**config.mk**
```make
export PLATFORM = sky130hd
export DESIGN_NAME = regfile_debug_scanner
export DESIGN_NICKNAME = d
export VERILOG_FILES = /design/src/rtl/regfile_debug_scanner.sv
export SDC_FILE = /design/constraint.sdc
export NUM_CORES = 1
export LEC_CHECK = 0
export ABC_AREA = 1
export CAP_MARGIN = 20
export CORE_MARGIN = 2
export CORE_UTILIZATION = 50
export CTS_CLUSTER_SIZE = 25
export DETAILED_ROUTE_END_ITERATION = 10
export PLACE_DENSITY = 0.86
export SYNTH_ARGS = -nofsm -noshare
export SYNTH_HDL_FRONTEND = slang
export SYNTH_SLANG_ARGS = --single-unit
```
**constraint.sdc**
```tcl
create_clock -name clock -period 3.2 [get_ports clock]
set_input_delay 0.32 -clock clock [delete_from_list [all_inputs] [get_ports clock]]
set_output_delay 0.32 -clock clock [all_outputs]
set_load 0.01 [all_outputs]
```
**src/rtl/regfile_debug_scanner.sv**
```systemverilog
// regfile_debug_scanner
//   Walks the register file's debug read port from FIRST_REG for NUM_REGS
//   registers and streams each captured value as bytes over valid/ready.
//   Each record is an optional address tag {3'b000, addr}, followed by the
//   32-bit value MSB first.
//
// Ports
//   clock              system clock, posedge
//   reset              synchronous, active-high
//   start              one-cycle dump request (ignored unless idle)
//   abort              synchronous cancel, back to idle with no done pulse
//   read_address_debug registered debug read address to the register file
//   data_out_debug     debug read data, READ_LATENCY edges after the address
//   byte_out           current byte; held while byte_valid && !byte_ready
//   byte_valid         byte_out is valid
//   byte_ready         sink accepts byte_out at this edge
//   busy               dump in progress
//   done               one-cycle pulse after the last byte of the last record
module regfile_debug_scanner #(
  parameter int NUM_REGS     = 32,
  parameter int FIRST_REG    = 0,
  parameter int READ_LATENCY = 1,
  parameter int SEND_ADDR    = 1
) (
  input  logic        clock,
  input  logic        reset,
  input  logic        start,
  input  logic        abort,
  output logic [4:0]  read_address_debug,
  input  logic [31:0] data_out_debug,
  output logic [7:0]  byte_out,
  output logic        byte_valid,
  input  logic        byte_ready,
  output logic        busy,
  output logic        done
);

  localparam logic [5:0] FIRST_IDX = 6'(FIRST_REG);
  localparam logic [5:0] LAST_IDX  = 6'(FIRST_REG + NUM_REGS - 1);
  localparam logic [2:0] LAST_BYTE = (SEND_ADDR != 0) ? 3'd4 : 3'd3;
  localparam logic [1:0] WAIT_INIT = 2'(READ_LATENCY);

  typedef enum logic [2:0] {
    S_IDLE,
    S_ADDR,
    S_WAIT,
    S_SEND,
    S_DONE
  } state_t;

  state_t      state;
  state_t      state_next;
  logic [5:0]  index;
  logic [5:0]  index_inc;
  logic [1:0]  wait_cnt;
  logic [2:0]  byte_cnt;
  logic [31:0] capture_p1;
  logic        last_byte;
  logic        capture_now;

  // Byte selection for a record: optional address tag, then MSB-first data.
  function automatic logic [7:0] select_byte(input logic [31:0] word,
                                             input logic [4:0]  addr,
                                             input logic [2:0]  cnt);
    logic [2:0] pos;
    logic [7:0] sel;
    pos = (SEND_ADDR != 0) ? (cnt - 3'd1) : cnt;
    case (pos)
      3'd0:    sel = word[31:24];
      3'd1:    sel = word[23:16];
      3'd2:    sel = word[15:8];
      default: sel = word[7:0];
    endcase
    if ((SEND_ADDR != 0) && (cnt == 3'd0)) sel = {3'b000, addr};
    return sel;
  endfunction

  assign index_inc   = index + 6'd1;
  assign last_byte   = (byte_cnt == LAST_BYTE);
  assign capture_now = (state == S_WAIT) && (wait_cnt == 2'd1);

  always_ff @(posedge clock) begin
    if (reset) state <= S_IDLE;
    else       state <= state_next;
  end

  always_comb begin
    state_next = state;
    case (state)
      S_IDLE: if (start) state_next = S_ADDR;
      S_ADDR: state_next = S_WAIT;
      S_WAIT: if (wait_cnt == 2'd1) state_next = S_SEND;
      S_SEND: begin
        if (byte_ready && last_byte)
          state_next = (index == LAST_IDX) ? S_DONE : S_ADDR;
      end
      S_DONE: state_next = S_IDLE;
      default: state_next = S_IDLE;
    endcase
    if (abort) state_next = S_IDLE;
  end

  // The address is launched on the edge that enters ADDR, so the ADDR cycle
  // already counts as the first cycle of read latency; the capture edge then
  // lands READ_LATENCY+1 edges after the address update.
  always_ff @(posedge clock) begin
    if (reset) begin
      index              <= 6'd0;
      wait_cnt           <= 2'd0;
      byte_cnt           <= 3'd0;
      read_address_debug <= 5'd0;
    end else if (abort) begin
      index    <= 6'd0;
      wait_cnt <= 2'd0;
      byte_cnt <= 3'd0;
    end else begin
      case (state)
        S_IDLE: begin
          if (start) begin
            index              <= FIRST_IDX;
            read_address_debug <= FIRST_IDX[4:0];
          end
        end
        S_ADDR: wait_cnt <= WAIT_INIT;
        S_WAIT: wait_cnt <= wait_cnt - 2'd1;
        S_SEND: begin
          if (byte_ready) begin
            if (last_byte) begin
              byte_cnt <= 3'd0;
              if (index != LAST_IDX) begin
                index              <= index_inc;
                read_address_debug <= index_inc[4:0];
              end
            end else begin
              byte_cnt <= byte_cnt + 3'd1;
            end
          end
        end
        default: ;
      endcase
    end
  end

  // ---- stage p1: captured register value, feeds the byte serializer ----
  always_ff @(posedge clock) begin
    if (capture_now) capture_p1 <= data_out_debug;
  end

  assign busy       = (state == S_ADDR) || (state == S_WAIT) || (state == S_SEND);
  assign byte_valid = (state == S_SEND);
  assign done       = (state == S_DONE);
  assign byte_out   = byte_valid ? select_byte(capture_p1, index[4:0], byte_cnt) : 8'h00;

endmodule

```
==> impl_metrics.ini <==
[run_status]
outcome = finished clean

[pwr]
clockPowerShare_pct = 29.3
peakVddDrop_mv = 0.301
p_seq_share_pct = 59.2
power_density_mw_per_mm2 = 388
netSwitchingPower_mw = 0.285
combPwrFrac_pct = 11.5
p_leak_nw = 1.20
internal_power_mw = 0.936
swShare_pct = 23.3

[grt]
antenna_found_initial = 0
grt_pass1_vias = 2010
grt_max_degree = 33
overflow = 0
grt_pass1_wl_mm = 8.94
grt_util_all_layers_pct = 21.8

[synth]
ys.flop_type = edfxtp_1
synthCells = 268
ys_ff_latch = 51
syn_area_sq_mm = 0.00246
synthTopCellsByArea = edfxtp_1 (39%), dfxtp_1 (15%), nand2_1 (9.5%), nor2_1 (7.3%), ha_1 (4.1%)
yosysSeqAreaShare_pct = 54.5
yosys.area.top_type = edfxtp_1
synth_edf_count = 32
async_reset_ff_share_pct = 0
postSynthAreaPerCell_sq_um = 9.18
ys_top_cells_by_count = nand2_1 (62), nor2_1 (48), edfxtp_1 (32)
ys_warn_count = 0
syn_nets = 313
yosysUniqueCellTypes = 32
synth_top_area_share_pct = 39.0
yosysMostFrequentCell = nand2_1

[detailed_routing]
vias = 2020
drcViolationCount = 0
drt_iter0_drc = 127
wl_per_cell_um = 13.7
first_pass_iters = 4
drt-total-wl_mm = 5.38
ant_nets = 0
vias_per_cell = 5.14

[critical_path]
cp-startpoint = byte_cnt[0]$_SDFFE_PP0P_
critPathArrivalTime_ns = 2.60
cp-start-kind = flop
cp-end-kind = output pin
cp_max_fo = 8
worstPathRequired_ns = 2.88
crit_type = flop to output pin
r2r-start = index[0]$_SDFFE_PP0P_

[clock_network]
htree_levels = 2
cts.sinks = 51
cts_buffers = 5
holdBufCountCts = 0
insertion_delay_ns = 0.30
post_cts_buffers = 0
clk_pin_slew_ns = 0.09
cts_tree = yes
clockBufferDepth = 2
root_buffer = clkbuf_8

[run]
drv_cap = 0

[timing]
max_slew_margin_pct = 65.7
fmax_ghz = 0.342
fin_crit_sh_pct = 91.4
tightest_slew_ns = 0.512
fin_tns_setup_ns = 0
hold_violations = 0
finalClockSkew_ns = 0.00518
finalMaxSlewViolations = 0
period_needed_ns = 2.92
rsz0062_at_grt = false
worst_slack_ns = 0.276
setup_viol = 0

[floorplanning]
placementRows = 25
core_area_sq_mm = 0.00472
die_w_um = 74.2
num_io_pins = 53
die_h_um = 74.2
die_area_sq_mm = 0.00550
initial_core_util_pct = 52.1

[layout]
seq_area_sq_mm = 0.00134
syn2layout_area_growth_pct = 27.8
diodes = 0
multi_input_area_sq_mm = 0.00102
final_nets = 371
nFillCells = 371
drive_above_1_share_pct = 12.3
final_area_sq_mm = 0.00314

[place]
place_worst_setup_slack_ns = 0.528
place.gp.congestion = 0.878
place_area_sq_mm = 0.00305
place_hpwl_mm = 3.91
port-buffer-count = 52

[hold_path]
hold_class = flop to flop
min_from = wait_cnt[1]$_SDFFE_PP0P_
## state kept, by name (all words and copies together), names as in the netlist
register,cells
wait_cnt,2
capture_p1,32
read_address_debug,5
state,3
index,6
byte_cnt,3
## area by class of cell
cell class              instances  area share [%]
clock inverters                 2           0.438
clock buffers                   5            2.19
well taps                      67            2.67
multi-input cells             192            32.4
flip-flops and latches         51            42.7
repair buffers                 53            16.8
inverters                      23            2.90
## through the flow
stage	instances	util [%]	hold WS, ns	power [mW]
final	393	66.6	0.469	1.22
after global placement	386	64.6	0.451	0.871
after floorplan	268	-	0.392	0.802
after global routing	393	66.6	0.512	1.27
after CTS	393	66.4	0.471	1.23
after detailed placement	386	64.6	0.458	0.876
## power by group through the flow
stage	clock, mW	sequential (mW)	combinational, mW
3_5_place_dp	0	0.737	0.139
5_1_grt	0.394	0.724	0.155
6_report	0.358	0.722	0.141
3_3_place_gp	0	0.736	0.135
4_1_cts	0.371	0.722	0.141
2_1_floorplan	0	0.737	0.0645
## layer usage
layer,share of wire (%),vias to the layer above,wire [um],global-route usage [%]
met5,0,-,0,0
met3,5.4,16,290,5.69
met4,2.6,0,141,9.70
li1,-,999,-,-
met2,51,66,2770,37.8
met1,40,939,2180,25.3
## logic make-up (layout without fill, tap and decap cells)
logic type	Yosys count	in the layout	share of synthesized area (%)
compound gates	30	30	7.47
simple gates	152	152	28.3
fa+ha+maj	8	8	4.07
flops	51	51	54.5
buf+inv	25	83	4.63
xor+xnor	2	2	1.02
## worst max-delay path: stages, from the launching register on
cell and delay, ns:
dfxtp_1 0.45, inv_1 0.13, ha_1 0.27, xor2_2 0.19
nor2_2 0.33, nand2_1 0.11, nand3_1 0.09, nor2_1 0.05
nor2_1 0.12, clkdlybuf4s50_1 0.55
## cell usage in the layout, fill, tap and decap left out, types with 8 or more instances in the layout
| cell type | synthesis | routed |
|---|---|---|
| nand2_1 | 62 | 62 |
| clkdlybuf4s50_1 | 0 | 52 |
| nor2_1 | 48 | 47 |
| edfxtp_1 | 32 | 32 |
| inv_1 | 19 | 19 |
| dfxtp_1 | 19 | 19 |
| nand3_1 | 16 | 16 |
| o21ai_0 | 11 | 11 |
| nand2_2 | 8 | 8 |
| a21oi_1 | 8 | 8 |
| ha_1 | 8 | 8 |
## final timing paths
kind	endpoint	slack, ns	cells after the start
worst max-delay path	byte_out[0]	0.28	9
worst min-delay path	wait_cnt[1]$_SDFFE_PP0P_	0.47	2
worst max register to register	index[4]$_SDFFE_PP0P_	1.53	9
worst min register to register	wait_cnt[1]$_SDFFE_PP0P_	0.47	2
## repair_timing
action | 4_1_cts | 5_1_grt
endpoints found under the setup margin | 0 | 1
hold endpoints to repair | 0 | 0
gates resized for setup | 0 | 1
Power figures use the tool's default switching activity.
==> RTL edit, RTL diff (same settings) <==
The 5 states of `state_t` get a one-hot encoding in 5 bits.
--- a/src/rtl/regfile_debug_scanner.sv
+++ b/src/rtl/regfile_debug_scanner.sv
@@ -42,8 +42,8 @@
 
-  typedef enum logic [2:0] {
-    S_IDLE,
-    S_ADDR,
-    S_WAIT,
-    S_SEND,
-    S_DONE
+  typedef enum logic [4:0] {
+    S_IDLE = 5'b00001,
+    S_ADDR = 5'b00010,
+    S_WAIT = 5'b00100,
+    S_SEND = 5'b01000,
+    S_DONE = 5'b10000
   } state_t;
Behaviour: no difference found for any inputs over 10 cycles, from zero or initial values and one cycle with reset high; not proved beyond that.
==> RTL edit against the original RTL <==
Synthesized area rose by 4.6%; non-clock buffer count did not move; wire length fell by 1.5%; sequential share of layout area fell by 0.59 points; highest routed layer unchanged; power rose by 1.3%; worst setup slack improved by 0.039 ns; register-to-register slack got worse by 0.05 ns; largest cell class unchanged; synthesized cell count rose by 6.7%; sequential cell count rose by 2; first-iteration DRC count rose by 30%; clock power rose by 6.4%; critical endpoint unchanged; design area rose by 4.4%; via count rose by 2.1%.
==> RTL edit: results (changes against the original RTL) <==
Slew Limit Fails: 0 (unchanged)
multi-input logic area: 1070 um2 (was 1020 um2)
VDD IR max: 0.356 mV (was 0.301 mV)
Residual DRC: 0 (unchanged)
syn_area_per_cell: 9.00 um2 (was 9.18 um2)
hold wc startpoint: wait_cnt[1]$_SDFFE_PP0P_ (unchanged)
worst path arrival time: 2.56 ns (was 2.60 ns)
Sw Share: 0.214 (was 0.233)
P_leak: 1.28 nW (was 1.20 nW)
largest registers: capture_p1 (32), index (6) (was capture_p1 (32), index (6), read_address_debug (5))
worst r2r src: state[2]$_SDFFE_PP0P_ (was index[0]$_SDFFE_PP0P_)
share of cells above drive strength 1: 0.107 (was 0.123)
first-pass GRT wire length: 8.49 mm (was 8.94 mm)
register area share after synthesis: 0.536 (was 0.545)
Nets: 390 (was 371)
pre-CTS WS: 0.587 ns (was 0.528 ns)
worst rel slew slack: 0.625 (was 0.657)
Synth area leaders: edfxtp_1 37%, dfxtp_1 16%, nand2_1 11% (was edfxtp_1 39%, dfxtp_1 15%, nand2_1 9.5%)
CP startpoint: byte_cnt[0]$_SDFFE_PP0P_ (unchanged)
Post-synth ARST share: 0 (unchanged)
run status: complete, no violations (unchanged)
placed insts: 408 (was 386)
Wirelength per Cell: 12.7 um (was 13.7 um)
xor/xnor share of the synthesized area: 0.0102 (about the same)
Top delay family on crit path: buffers and inverters (was simple AND/OR/NAND/NOR gates)
Ant. Diodes: 0 (unchanged)
dpl cell area: 3180 um2 (was 3050 um2)
DR iter-0 viols: 165 (was 127)
total CTS buffers: 5 (unchanged)
WL final: 5.30 mm (was 5.38 mm)
routability congestion estimate from global placement: 0.828 (was 0.878)
initial antenna violation count: 0 (unchanged)
Yosys cell types: 29 (was 32)
vias in the first global route: 1896 (was 2010)
HPWL Detailed: 4.05 mm (was 3.91 mm)
area share of fa/ha/maj cells after synthesis: 0.0389 (was 0.0407)
gr usage total: 0.198 (was 0.218)
Final Skew: 0.00854 ns (was 0.00518 ns)
clock slew at reported path FFs: 0.09 ns (about the same)
most frequent cells after synthesis: 75 x nand2_1, 44 x nor2_1, 32 x edfxtp_1 (was 62 x nand2_1, 48 x nor2_1, 32 x edfxtp_1)
complex-gate fraction of the synthesized area: 0.0573 (was 0.0747)
largest net degree at the start of global routing: 34 (was 33)
Fillers: 407 (was 371)
slowest CP cell: clkdlybuf4s50_1 (unchanged)
CP max stage delay: 0.56 ns
Clock Path Buffers: 2 (unchanged)
DR vias: 2062 (was 2020)
Mapped Nets: 331 (was 313)
RTL edit: changes by cell type after synthesis, moves of 3 or more:
cell	before	now
nand4_1	2	5
a21oi_1	8	13
inv_2	2	8
nand2_2	8	1
o21ai_1	3	0
nand2_1	62	75
inv_1	19	23
nor2_2	5	2
nor2_1	48	44
RTL edit: final cells by class:
class / instances / share of cell area
repair buffers: 53 / 0.161
flip-flops and latches: 53 / 0.421
inverters: 32 / 0.0366
clock inverters: 2 / 0.00419
multi-input cells: 200 / 0.326
well taps: 70 / 0.0267
clock buffers: 6 / 0.0252
RTL edit: routing by layer:
metal | up-vias | global-route usage | part of all wire | routed length (um)
li1 | 1052 | - | - | -
met1 | 935 | 0.249 | 0.41 | 2160
met2 | 65 | 0.342 | 0.52 | 2780
met3 | 10 | 0.0357 | 0.043 | 226
met4 | 0 | 0.0721 | 0.024 | 127
met5 | - | 0 | 0 | 0
RTL edit: worst paths after layout:
check                             end  cells past startpoint  slack [ns]
min reg2reg  wait_cnt[1]$_SDFFE_PP0P_                      2        0.47
max reg2reg   capture_p1[2]$_DFFE_PP_                      5        1.48
max                       byte_out[0]                     11        0.32
min          wait_cnt[1]$_SDFFE_PP0P_                      2        0.47
RTL edit: timing repair:
action	4_1_cts	5_1_grt
endpoints found under the setup margin	0	1
resized for setup	0	2
hold buffers	0	0
RTL edit: kinds of logic after synthesis:
logic type      count (synthesis)
flops                          53
compound gates                 28
simple gates                  161
buf+inv                        33
xor+xnor                        3
fa+ha+maj                       8
RTL edit: power by group through the flow:
stage	Clock, mW	Sequential, mW	Combinational, mW
after detailed placement	0	0.752	0.118
after global routing	0.419	0.738	0.129
final	0.381	0.736	0.119
after CTS	0.391	0.736	0.119
after floorplan	0	0.753	0.0525
after global placement	0	0.752	0.115
